===== src/rtl/rv_inst_encoder.sv =====
// rv_inst_encoder: encodes field-level RV32I requests and writes them sequentially into instruction memory
module rv_inst_encoder #(
  parameter int ADDR_W = 8,
  parameter int BASE   = 0
) (
  input  logic              clk,
  input  logic              rst_n,
  input  logic              start,
  input  logic              in_valid,
  output logic              in_ready,
  input  logic [3:0]        in_kind,
  input  logic [3:0]        in_op,
  input  logic [4:0]        in_rd,
  input  logic [4:0]        in_rs1,
  input  logic [4:0]        in_rs2,
  input  logic [31:0]       in_imm,
  input  logic              in_last,
  output logic              imem_we,
  output logic [ADDR_W-1:0] imem_addr,
  output logic [31:0]       imem_wdata,
  output logic              busy,
  output logic              done,
  output logic              err,
  output logic [ADDR_W:0]   count
);
  typedef enum logic [2:0] {IDLE, ACCEPT, ENCODE, WRITE, DONE, ERR} state_t;
  state_t state, nxt;
  logic [3:0] kind, op;
  logic [4:0] rd, rs1, rs2;
  logic [31:0] imm;
  logic last, legal, alt, shift, in12;
  logic signed [31:0] s;
  logic [2:0] f3a;
  logic [6:0] f7;
  logic [31:0] word;
  assign s     = imm;
  assign alt   = op == 4'd1 || op == 4'd7;
  assign f7    = alt ? 7'b0100000 : 7'b0;
  assign shift = op == 4'd2 || op == 4'd6 || op == 4'd7;
  assign in12  = s >= -32'sd2048 && s <= 32'sd2047;
  // ALU op index to funct3: ADD/SUB share 0, SRL/SRA share 5
  assign f3a = op <= 4'd1 ? 3'd0 : op == 4'd2 ? 3'd1 : op == 4'd3 ? 3'd2 : op == 4'd4 ? 3'd3 :
               op == 4'd5 ? 3'd4 : op <= 4'd7 ? 3'd5 : op == 4'd8 ? 3'd6 : 3'd7;
  always_comb begin
    legal = 1'b0;
    word  = 32'd0;
    case (kind)
      4'd0: begin
        legal = op <= 4'd9;
        word  = {f7, rs2, rs1, f3a, rd, 7'b0110011};
      end
      4'd1: begin
        legal = op <= 4'd9 && op != 4'd1 && (shift ? imm[31:5] == 27'd0 : in12);
        word  = {shift ? {f7, imm[4:0]} : imm[11:0], rs1, f3a, rd, 7'b0010011};
      end
      4'd2: begin
        legal = op <= 4'd5 && op != 4'd3 && in12;
        word  = {imm[11:0], rs1, op[2:0], rd, 7'b0000011};
      end
      4'd3: begin
        legal = op == 4'd0 && in12;
        word  = {imm[11:0], rs1, 3'd0, rd, 7'b1100111};
      end
      4'd4: begin
        legal = op <= 4'd2 && in12;
        word  = {imm[11:5], rs2, rs1, op[2:0], imm[4:0], 7'b0100011};
      end
      4'd5: begin
        legal = (op <= 4'd1 || (op >= 4'd4 && op <= 4'd7)) && s >= -32'sd4096 && s <= 32'sd4094 && !imm[0];
        word  = {imm[12], imm[10:5], rs2, rs1, op[2:0], imm[4:1], imm[11], 7'b1100011};
      end
      4'd6, 4'd7: begin
        legal = imm[11:0] == 12'd0;
        word  = {imm[31:12], rd, kind == 4'd6 ? 7'b0110111 : 7'b0010111};
      end
      4'd8: begin
        legal = s >= -32'sd1048576 && s <= 32'sd1048574 && !imm[0];
        word  = {imm[20], imm[10:1], imm[11], imm[19:12], rd, 7'b1101111};
      end
      default: ;
    endcase
  end
  always_comb begin
    nxt = state;
    case (state)
      ACCEPT:  nxt = in_valid ? ENCODE : ACCEPT;
      ENCODE:  nxt = legal ? WRITE : ERR;
      WRITE:   nxt = last ? DONE : imem_addr == '1 ? ERR : ACCEPT;
      default: nxt = state;
    endcase
    if (start) nxt = ACCEPT;
  end
  always_ff @(posedge clk or negedge rst_n) begin
    if (!rst_n) begin
      state      <= IDLE;
      imem_addr  <= ADDR_W'(BASE);
      imem_wdata <= 32'd0;
      count      <= '0;
      {kind, op, rd, rs1, rs2, imm, last} <= '0;
    end else begin
      state <= nxt;
      if (start) begin
        imem_addr <= ADDR_W'(BASE);
        count     <= '0;
      end else begin
        if (state == ACCEPT && in_valid) {kind, op, rd, rs1, rs2, imm, last} <= {in_kind, in_op, in_rd, in_rs1, in_rs2, in_imm, in_last};
        if (state == ENCODE && legal) imem_wdata <= word;
        if (state == WRITE) count <= count + (ADDR_W+1)'(1);
        if (state == WRITE && nxt == ACCEPT) imem_addr <= imem_addr + ADDR_W'(1);
      end
    end
  end
  assign in_ready = state == ACCEPT;
  assign imem_we  = state == WRITE;
  assign busy     = state == ACCEPT || state == ENCODE || state == WRITE;
  assign done     = state == DONE;
  assign err      = state == ERR;
endmodule


===== config.mk =====
export PLATFORM = sky130hd
export DESIGN_NAME = rv_inst_encoder
export DESIGN_NICKNAME = d
export VERILOG_FILES = /design/src/rtl/rv_inst_encoder.sv
export SDC_FILE = /design/constraint.sdc
export NUM_CORES = 1
export LEC_CHECK = 0
export CORE_MARGIN = 2
export CORE_UTILIZATION = 47
export DETAILED_ROUTE_END_ITERATION = 7
export GPL_TIMING_DRIVEN = 0
export PLACE_DENSITY = 0.78
export SYNTH_ARGS = -nofsm -noshare
export SYNTH_HDL_FRONTEND = slang
export SYNTH_SLANG_ARGS = --single-unit

===== constraint.sdc =====
create_clock -name clk -period 2.7 [get_ports clk]
set_clock_uncertainty 0.2 [all_clocks]
set_input_delay 0.81 -clock clk [delete_from_list [all_inputs] [get_ports clk]]
set_output_delay 0.81 -clock clk [all_outputs]
set_load 0.05 [all_outputs]

# Yosys cells after proc, flatten, opt, wreduce, memory -nomap -nowiden
# Index checks and enable logic that the tools add are counted.
op_classes:
  bitwise_logic: 1
  reduce_logical: 32
  add_sub_neg: 2
  n_mux: 23
  eq_ne: 25
  order_cmp: 12
ops:
  columns: ["operator", "n"]
  rows:
  - ["one-hot mux 32 bit (8 select lines)", 1]
  - ["== test 4 x 3 -> 1 bit (second input constant)", 8]
  - [">= comparator 32 x 12 -> 1 bit (second input constant)", 1]
  - [">= comparator 32 x 13 -> 1 bit (second input constant)", 1]
  - [">= comparator 32 x 21 -> 1 bit (second input constant)", 1]
  - ["less-or-equal comparator 32 x 12 -> 1 bit (second input constant)", 1]
  - ["less-or-equal comparator 32 x 13 -> 1 bit (second input constant)", 1]
  - ["less-or-equal comparator 32 x 21 -> 1 bit (second input constant)", 1]
  - ["logical NOT 27 bit", 1]
  - ["2-to-1 mux 3 bit", 8]
  - ["2-to-1 mux 9 bit", 2]
  - ["== test 4 x 2 -> 1 bit (second input constant)", 4]
  - ["logical AND 1 bit", 16]
  - ["2-to-1 mux 8 bit", 2]
  - ["logical NOT 12 bit", 1]
  - ["2-to-1 mux 12 bit", 1]
  - ["2-to-1 mux 6 bit", 2]
  - ["adder 9 x 1 -> 9 bit (second input constant)", 1]
  - ["one-hot mux 3 bit (3 select lines)", 1]
  - ["adder 8 x 1 -> 8 bit (second input constant)", 1]
  - ["== test 4 x 1 -> 1 bit (second input constant)", 2]
  - ["== test 4 bit (second input constant)", 2]
  - ["== test 8 bit (second input constant)", 1]
  - ["less-or-equal comparator 4 x 3 -> 1 bit (second input constant)", 2]
  - ["other kinds (19)", 33]
word_totals:
  reg_bits: 108
  word_cells: 106
  in_bits: 60

# Logic depth before layout (Yosys ltp)
# Gate-level depths: netlist of run 1.
depth:
  depth_word: 14
  depth_mapped: 10

# Worst setup path after synthesis of run 1
# No wires, ideal clock.
synth_path:
  path_kind: "register to output"
  startpoint: "register state[2]"
  endpoint: "output port err"
  n_path_buf: 1
  stages_incl_launch_ff: 4
  t_required_ns: 1.690
  arrival_time_ns: 1.815
  slack_ns: -0.125
  cell_sequence: "dfrtp_1 -> clkbuf_1 -> inv_1 -> nor3b_1"
synth_via:
  elab_chain_len: 1
synth_rtl:
  columns: ["element", "line_no", "rtl"]
  rows:
  - ["start, declared", "27", "state_t state, nxt;"]
  - ["start signal, assigned", "101", "state <= nxt;"]
  - ["== test 3 bit", "117", "assign err = state == ERR;"]
  - ["end, declared", "23", "output logic err,"]
# No other way between the ends.

# Final worst setup path of run 1
layout_path:
  startpoint: "register imm[24]"
  endpoint: "register imem_wdata[14]"
layout_via:
  elab_chain_len: 7
layout_rtl:
  columns: ["element", "line_no", "rtl"]
  rows:
  - ["start, declared", "30", "logic [31:0] imm;"]
  - ["start signal, assigned", "106", "if (state == ACCEPT && in_valid) {kind, op, rd, rs1, rs2, imm, last} <= {in_kind, in_op, in_rd, in_rs1, in_rs2 ..."]
  - [">= comparator 32 x 12 -> 1 bit (tied with other cells)", "40", "assign in12 = s >= -32'sd2048 && s <= 32'sd2047;"]
  - ["logical AND 1 bit (on tied branches)", "40, 69", null]
  - ["2-to-1 mux 1 bit or logical AND 1 bit (tied branches)", "53, 69", null]
  - ["logical AND 1 bit (on tied branches)", "53, 69", null]
  - ["one-hot mux 1 bit (8 select lines) *", "47", "case (kind)"]
  - ["logical AND 1 bit *", "107", "if (state == ENCODE && legal) imem_wdata <= word;"]
  - ["AND reduction 2 bit (no line) *", null, null]
  - ["end signal, assigned", "107", null]
  - ["end, declared", "20", "output logic [31:0] imem_wdata,"]
# Every way passes the cells marked *; elsewhere a longest branch is shown, timed or not.
# A chain may end at the register's enable or synchronous reset.

==> flow_summary.yaml, run 1 <==
synthesis:
  synth_seq_cells: 107
  mappedNetlistNets: 529
  ys_seq_area_share_pct: 49.48
  netlist_area_um2: 5411
  synth_ff_type: "dfrtp_1"
  synth_cells: 467
  syn_avg_cell_area_um2: 11.59
  synth-edff-count: 0
  yosysWarnings: 0
  synth_cell_types: 54
  async_flop_share_pct: 100.0
layout:
  syn2layout_area_growth_pct: 35.28
  layout-drive-gt1-share_pct: 27.65
  n_antenna_cell: 0
  design_area_um2: 7321
  layoutNonFillerInstCount: 747
  fin_nets: 662
routing:
  drc: 0
  drtAntennaViolNets: 0
  wl_mm: 13.97
  vias: 4211
  wl_per_cell_um: 18.70
  dr.pass1.iters: 5
  drt_iter0_drc: 210
  vias_per_cell: 5.637
setup_path:
  cp-end-kind: "flip-flop"
  worstSetupPathType: "flip-flop to flip-flop"
  cp-start-kind: "flip-flop"
  crit_arrival_ps: 2690
  critPathMaxFanout: 10
  worstPathRequired_ps: 2720
floorplanning:
  fp.dieW_um: 111.3
  initial_core_util_pct: 47.80
  die_h_um: 111.3
  die_area_um2: 12390
  boundaryPins: 114
  design.core.area_um2: 11320
  rows: 39
global_routing:
  grt_usage_pct: 22.77
  grt_max_degree: 69
  grt_pass1_vias: 4386
  gr-total-overflow: 0
  grt_antenna_before_repair: 0
  grt_pass1_wl_mm: 22.58
sta:
  tns_ps: 0
  finalSetupViolations: 0
  timing.hold.ws_ps: 296.0
  max_freq_ghz: 0.3756
  hold_violations: 0
  relSlewSlack_pct: 41.87
  worst_pin_slew_ps: 872.0
  fin_crit_sh_pct: 98.62
  drv_slew: 0
  layout_min_cycle_time_ps: 2663
power_and_ir_drop:
  p_leak_nw: 3.094
  total_power_w: 0.005139
  vdd_drop_max_v: 0.0005089
  power_density_nw_per_um2: 702.0
hold_path:
  hold_path.class: "flip-flop to flip-flop"
clocking:
  cts_max_path_buffers: 2
  clkLatencyLatePin_ps: 350
  cts_buffers: 9
  htreeDepth: 3
  numClockSinks: 107
  cts_tree: "yes"
  ctsRootBufferMaster: "clkbuf_16"
  clk_pin_slew_ps: 70
place:
  routabilityCongestion: 0.8823
  dp.cells: 724
  placed_cell_area_um2: 6754
  dp_hpwl_mm: 9.991
  port_buffers: 113
job:
  drv_cap: 0
run_status:
  status: "finished, final reports clean"
[registers in the layout, summed over array words and instances, names as in the netlist]
signal	flops
rd	5
imem_wdata	31
rs1	5
op	4
imem_addr	8
rs2	5
count	9
imm	32
last	1
state	3
kind	4
[through the flow]
step | worst slack, ps | util, %
floorplan | 184.5 | -
global route | -46.07 | 64.67
detailed placement | -899.1 | 59.66
CTS | 5.413 | 63.52
finish | 37.30 | 64.67
global placement | -3323 | 59.50
[worst max-delay path: stages, from the launching register on]
cell,delay [ps]
dfrtp_1,430
nor4_2,300
nand3_1,160
nand3b_4,220
o31ai_4,220
a211oi_2,120
a211oi_2,210
buf_6,190
buf_12,170
mux2_4,300
[path summary, 6_finish.rpt]
kind,startpoint,endpoint,slack [ps],depth (start not counted)
setup / recovery,imm[24]$_DFFE_PN0P_,imem_wdata[14]$_DFFE_PN0P_,40,9
hold / removal,imem_wdata[1]$_DFFE_PN0P_,imem_wdata[1]$_DFFE_PN0P_,300,1
setup reg to reg,imm[24]$_DFFE_PN0P_,imem_wdata[14]$_DFFE_PN0P_,40,9
hold reg to reg,imem_wdata[1]$_DFFE_PN0P_,imem_wdata[1]$_DFFE_PN0P_,300,1
max in group asynchronous,rst_n,imm[1]$_DFFE_PN0P_,1210,2
min in group asynchronous,rst_n,imem_wdata[19]$_DFFE_PN0P_,360,1
[layout by cell type, fill, tap and decap left out, types with 6 or more instances in the layout]
| cell type | Yosys | final |
|---|---|---|
| dfrtp_1 | 107 | 103 |
| nand2b_1 | 6 | 6 |
| buf_4 | 2 | 12 |
| inv_1 | 8 | 8 |
| xor2_1 | 12 | 12 |
| o21ai_0 | 18 | 17 |
| nand4_1 | 11 | 11 |
| nor2_1 | 32 | 30 |
| mux2_4 | 28 | 28 |
| clkbuf_16 | 0 | 10 |
| a22oi_1 | 10 | 10 |
| clkbuf_1 | 19 | 9 |
| nand3_1 | 9 | 9 |
| a22o_1 | 17 | 17 |
| a21oi_1 | 19 | 16 |
| clkdlybuf4s50_1 | 0 | 106 |
| nand2_1 | 31 | 31 |
| mux2_2 | 55 | 55 |
| nor2b_1 | 7 | 6 |
| clkbuf_2 | 0 | 8 |
[Yosys cell counts (4+ instances only)]
cell	count	area, um2
inv_1	8	30.03
nand2b_1	6	37.54
a22o_1	17	148.9
nor3_1	6	30.03
buf_2	4	20.02
nor2_1	32	120.1
nor4_2	4	50.05
nand4_1	11	68.82
nand3b_1	4	30.03
a21oi_1	19	95.09
nor2b_1	7	43.79
o21ai_0	18	90.09
a22oi_1	10	75.07
nand2_1	31	116.4
clkbuf_1	19	71.32
dfrtp_1	107	2678
buf_6	5	56.30
xor2_1	12	105.1
mux2_2	55	619.3
nand3_1	9	45.04
nor4_1	4	25.02
mux2_4	28	420.4
[kinds of logic after synthesis]
family	share of synthesized area [%]
mux	19.77
simple gates	13.34
fa+ha+maj	0.4624
flops	49.48
compound gates	10.96
xor+xnor	2.428
buf+inv	3.561
[report_power, final]
group | total (W) | switching [W] | leakage (nW) | internal [W]
clock | 0.00142 | 0.000584 | 0.156 | 0.000836
sequential | 0.00215 | 0.000282 | 1.36 | 0.00187
combinational | 0.00157 | 0.000830 | 1.58 | 0.000741
total | 0.00514 | 0.00170 | 3.09 | 0.00344
[final cells by class]
class	instances	area (um2)
multi-input cells	322	2659
well taps	143	178.9
clock buffers	11	242.7
clock inverters	4	73.82
fillers	859	4000
flip-flops and latches	107	2683
repair buffers	124	1250
inverters	8	30.03
plain buffers	28	203.9
[layer usage]
metal	share of wire [%]	routed length (um)	track usage, %	vias to the layer above
li1	-	-	-	1961
met1	42	5925	28.64	2082
met2	49	6882	38.41	145
met3	6.5	904	6.178	23
met4	1.8	253	7.407	0
met5	0	0	0	-
[what timing repair did]
item,in CTS,in global routing
buffers inserted,5,5
hold buffers,0,0
cloned,0,1
resized for setup,38,32
setup endpoints to repair,82,66
pin swaps,3,11
hold endpoints to repair,0,0
No activity file was read; power rests on OpenSTA's default activity.
==> run 2: changes to the inputs <==
Clock period 2.7 ns to 2.82 ns, I/O delays scaled along.
==> flow_summary.yaml, run 2 (synthesized netlist as in run 1, its figures left out) <==
run_status:
  status: "finished, final reports clean"
sta:
  hold_violations: 0
  max_freq_ghz: 0.3609
  drv_slew: 0
  tns_ps: 0
  finalSetupViolations: 0
  worst_pin_slew_ps: 600.3
  timing.hold.ws_ps: 254.2
  fin_crit_sh_pct: 98.27
  layout_min_cycle_time_ps: 2771
  relSlewSlack_pct: 59.71
layout:
  n_antenna_cell: 0
  fillers: 904
  layout-drive-gt1-share_pct: 25.63
  layout_common_cells: "clkdlybuf4s50_1, dfrtp_1, mux2_2, nand2_1, nor2_1"
  syn2layout_area_growth_pct: 33.53
  largest_reg_flops: 32
  fin_nets: 654
  final_common_cell: "clkdlybuf4s50_1"
global_routing:
  use_met1_pct: 29.45
  top_usage_layer: "met2"
  use_met2_pct: 39.15
  grt_usage_pct: 23.33
  grt_pass1_wl_mm: 23.28
  grt_pass1_vias: 4506
  use_met3_pct: 7.272
  gr-total-overflow: 0
  grt_max_degree: 71
  grt_antenna_before_repair: 0
power_and_ir_drop:
  p_leak_nw: 3.032
  power_density_nw_per_um2: 680.2
  sw_frac_of_total_pct: 33.89
  switching_power_w: 0.001665
  power_frac_clock_pct: 28.1
  internal_power_w: 0.003249
  p_seq_share_pct: 42.3
  vdd_drop_max_v: 0.0003214
  combPwrFrac_pct: 29.5
  total_power_w: 0.004915
setup_path:
  r2r_end: "imem_wdata[7]$_DFFE_PN0P_"
  ff2ff_path_depth: 9
  crit_arrival_ps: 2810
  cp-startpoint: "imm[22]$_DFFE_PN0P_"
  cp-end-kind: "flip-flop"
  rrSetupSlack_ps: 50
  worstSetupPathType: "flip-flop to flip-flop"
  worstPathRequired_ps: 2850
  critPathMaxFanout: 10
  cp-start-kind: "flip-flop"
  critPathCapture: "imem_wdata[7]$_DFFE_PN0P_"
  r2r-start: "imm[22]$_DFFE_PN0P_"
clocking:
  cts_tree: "yes"
  cts_max_path_buffers: 2
  hold_buffers: 0
  numClockSinks: 107
  ctsRootBufferMaster: "clkbuf_16"
  clk_pin_slew_ps: 80
  htreeDepth: 3
  clkLatencyLatePin_ps: 350
  cts_buffers: 9
routing:
  dr.pass1.iters: 5
  drc: 0
  drtAntennaViolNets: 0
  vias: 4222
  vias_per_cell: 5.705
  wl_per_cell_um: 18.86
  wl_mm: 13.95
  drt_iter0_drc: 242
floorplanning:
  fp.dieW_um: 111.3
  boundaryPins: 114
  die_h_um: 111.3
  die_area_um2: 12390
  rows: 39
  design.core.area_um2: 11320
  initial_core_util_pct: 47.80
place:
  port_buffers: 113
  routabilityCongestion: 0.8807
  dp_hpwl_mm: 10.14
job:
  drv_cap: 0
hold_path:
  hold_path.class: "input pin to async pin"
run 2: cell count changes in the layout (fill, tap and decap cells not counted), sizes merged:
cell | previous run | this run
clkinvlp | 0 | 1
buf | 22 | 16
clkinv | 1 | 3
clkdlybuf4s50 | 106 | 107
clkbuf | 30 | 26
dlymetal6s2s | 1 | 0
run 2: final cells by class:
type                       instances  area, um2  area share [%]
buffer                            26      172.7           2.390
clock buffer                       9      225.2           3.117
clock inverter                     7      101.3           1.403
inverter                           8      30.03          0.4156
multi-input combinational        322       2650           36.68
sequential                       107       2679           37.07
tap                              143      178.9           2.476
timing repair buffer             118       1189           16.45
run 2: what timing repair did:
item	in CTS	in global routing
setup buffers	1	3
gates resized for setup	21	32
endpoints found under the hold margin	0	0
pin swaps	1	4
endpoints found under the setup margin	80	75
run 2: how the worst min path moves through the flow:
stage / start / slack, ps / to
2_1_floorplan: rd[0]$_DFFE_PN0P_ / 280 / rd[0]$_DFFE_PN0P_
3_3_place_gp: imem_wdata[1]$_DFFE_PN0P_ / 280 / imem_wdata[1]$_DFFE_PN0P_
3_5_place_dp: imem_wdata[1]$_DFFE_PN0P_ / 280 / imem_wdata[1]$_DFFE_PN0P_
4_1_cts: rst_n / 270 / imem_wdata[17]$_DFFE_PN0P_
5_1_grt: rst_n / 290 / imem_wdata[17]$_DFFE_PN0P_
6_report: rst_n / 250 / imem_wdata[17]$_DFFE_PN0P_
run 2: per-layer routing:
| metal | vias up | wire [um] |
|---|---|---|
| li1 | 1951 | - |
| met1 | 2079 | 5757 |
| met2 | 164 | 6877 |
| met3 | 28 | 973 |
| met4 | 0 | 345 |
| met5 | - | 0 |
run 2: worst max-delay path: stages (launching register included):
cell      delay (ps)
dfrtp_1          450
nor4_4           370
nand3_2          140
nand3b_4         210
o31ai_4          240
a211oi_2         130
a211oi_2         230
buf_4            180
buf_6            190
mux2_4           320
run 2: stage by stage:
stage          instance area (um2)  setup slack [ps]  instances  utilization, %
2_1_floorplan                 5421            -1.663        467               -
3_3_place_gp                  6731             -3222        723           59.46
6_report                      7226             48.80        740           63.83
3_5_place_dp                  6756            -894.4        724           59.68
4_1_cts                       7093             1.522        739           62.65
5_1_grt                       7226            -53.79        740           63.83
run 2: power by group through the flow:
stage	Combinational (W)	Sequential [W]	Clock, W
6_report	0.00145	0.00208	0.00138
5_1_grt	0.00158	0.00212	0.00147
4_1_cts	0.00142	0.00204	0.00141
3_5_place_dp	0.00141	0.00207	0
3_3_place_gp	0.00138	0.00206	0
2_1_floorplan	0.000927	0.00207	0
==> run 3: changes to the inputs <==
Settings changed: PLACE_DENSITY 0.78 to 0.75.
==> flow_summary.yaml, run 3 (synthesized netlist as in run 1, its figures left out) <==
power_and_ir_drop:
  p_seq_share_pct: 42.7
  power_frac_clock_pct: 27.4
  vdd_drop_max_v: 0.0004374
  internal_power_w: 0.003221
  power_density_nw_per_um2: 674.6
  sw_frac_of_total_pct: 33.20
  combPwrFrac_pct: 29.9
  p_leak_nw: 3.003
  switching_power_w: 0.001601
global_routing:
  grt_pass1_wl_mm: 22.88
  gr-total-overflow: 0
  grt_max_degree: 66
  grt_pass1_vias: 4357
  grt_antenna_before_repair: 0
  grt_usage_pct: 23.10
floorplanning:
  fp.dieW_um: 111.3
  rows: 39
  design.core.area_um2: 11320
  boundaryPins: 114
  die_area_um2: 12390
  initial_core_util_pct: 47.80
  die_h_um: 111.3
layout:
  layout-drive-gt1-share_pct: 24.16
  design_area_um2: 7148
  layout_common_cells: "clkdlybuf4s50_1, dfrtp_1, mux2_2, nor2_1, nand2_1"
  n_antenna_cell: 0
  final_common_cell: "clkdlybuf4s50_1"
  multi_input_area_um2: 2590
  syn2layout_area_growth_pct: 32.09
  largest_reg_flops: 32
  fillers: 914
  fin_nets: 655
  regArea_um2: 2679
setup_path:
  critPathMaxFanout: 10
  slowest_delay_ps: 410
  worstSetupPathType: "flip-flop to flip-flop"
  r2r_end: "imem_wdata[21]$_DFFE_PN0P_"
  cp.buffers_inverters: 3
  crit_arrival_ps: 2790
  crit_family: "compound AO/OA/AOI/OAI gates"
  r2r-start: "imm[11]$_DFFE_PN0P_"
  cp-start-kind: "flip-flop"
  rrSetupSlack_ps: 60
  crit_chain: "buf_6 -> nor4_1 -> nand2_1 -> o41ai_1 -> a211oi_1 -> a211oi_2 -> buf_4 -> buf_12 -> mux2_4"
  ff2ff_path_depth: 9
  cp-end-kind: "flip-flop"
  worstPathRequired_ps: 2850
  crit_slowest_cell: "o41ai_1"
sta:
  finalSetupViolations: 0
  worst_pin_slew_ps: 588.2
  drv_slew: 0
  timing.hold.ws_ps: 292.6
  layout_min_cycle_time_ps: 2761
  relSlewSlack_pct: 60.79
  fin_crit_sh_pct: 97.90
  max_freq_ghz: 0.3622
  hold_violations: 0
routing:
  wl_mm: 14.05
  drt_iter0_drc: 224
  wl_per_cell_um: 19.01
  vias_per_cell: 5.743
  vias: 4244
  dr.pass1.iters: 7
  drc: 0
  drtAntennaViolNets: 0
place:
  port_buffers: 113
  routabilityCongestion: 0.9387
  dp_hpwl_mm: 10.22
  placed_cell_area_um2: 6756
hold_path:
  hold_path.class: "flip-flop to flip-flop"
  min_path_cells: 1
  hold_path_startpoint: "imem_wdata[1]$_DFFE_PN0P_"
  worst_hold_path.endpoint: "imem_wdata[1]$_DFFE_PN0P_"
clocking:
  ctsRootBufferMaster: "clkbuf_16"
  clkLatencyLatePin_ps: 350
  clk_pin_slew_ps: 70
  cts_buffers: 9
  cts_max_path_buffers: 2
  hold_buffers: 0
  numClockSinks: 107
  htreeDepth: 3
  cts_tree: "yes"
job:
  drv_cap: 0
run_status:
  status: "finished, final reports clean"
==> run 3: changes by cell type in the layout (fill, tap and decap cells not counted), sizes merged <==
cell	change
buf	+2
clkinv	-2
clkdlybuf4s15	-1
clkinvlp	+1
inv	-1
==> run 3: layer usage <==
layer | global-route usage [%] | vias up | routed length, um
met1 | 28.46 | 2117 | 5693
met4 | 5.432 | 0 | 213
li1 | - | 1948 | -
met2 | 40.37 | 153 | 7191
met3 | 6.670 | 26 | 950
met5 | 0 | - | 0
==> run 3: repair_timing <==
item / 4_1_cts / 5_1_grt
cloned: 0 / 0
pin swaps: 1 / 3
endpoints found under the setup margin: 80 / 65
resized for setup: 23 / 25
buffers inserted: 1 / 2
==> run 3: how the worst max path moves through the flow <==
stage	startpoint	slack, ps	cells after the start	to
3_3_place_gp	rst_n	-3280	1	count[5]$_DFFE_PN0P_
3_5_place_dp	start	-840	5	rs1[3]$_DFFE_PN0P_
4_1_cts	start	20	4	imm[6]$_DFFE_PN0P_
5_1_grt	imm[11]$_DFFE_PN0P_	-20	9	imem_wdata[27]$_DFFE_PN0P_
6_report	imm[11]$_DFFE_PN0P_	60	9	imem_wdata[21]$_DFFE_PN0P_
2_1_floorplan	state[2]$_DFF_PN0_	-2	3	done
==> run 3: worst reg2reg max path: cells and delay by family, from the launching register on <==
family                 cells  cell delay [ps]
AOI/OAI and AO/OA          3              780
buffers and inverters      3              490
and+or+nand+nor            2              490
DFF                        1              370
muxes                      1              310
==> run 3: final cells by class <==
class                      count  area share [%]
sequential                   107           37.48
multi-input combinational    322           36.23
timing repair buffer         117           16.44
clock buffer                   9           3.151
buffer                        28           2.661
tap                          143           2.503
clock inverter                 5           1.120
inverter                       8          0.4201
==> run 3: metrics by stage <==
stage | TNS [ps] | cells | setup WS [ps] | util (%) | total power [W]
global placement | -375760 | 723 | -3277 | 59.46 | 0.003429
global route | -360.6 | 739 | -23.25 | 63.14 | 0.005052
CTS | 0 | 738 | 19.66 | 62.44 | 0.004800
finish | 0 | 739 | 59.09 | 63.14 | 0.004822
floorplan | -1.663 | 467 | -1.663 | - | 0.002996
detailed placement | -28520 | 724 | -841.4 | 59.68 | 0.003477
==> run 3: power by group through the flow <==
stage	sequential (W)	combinational [W]	clock, W
finish	0.00206	0.00144	0.00132
global route	0.00209	0.00156	0.00140
global placement	0.00206	0.00137	0
detailed placement	0.00207	0.00141	0
floorplan	0.00207	0.000927	0
CTS	0.00204	0.00142	0.00134
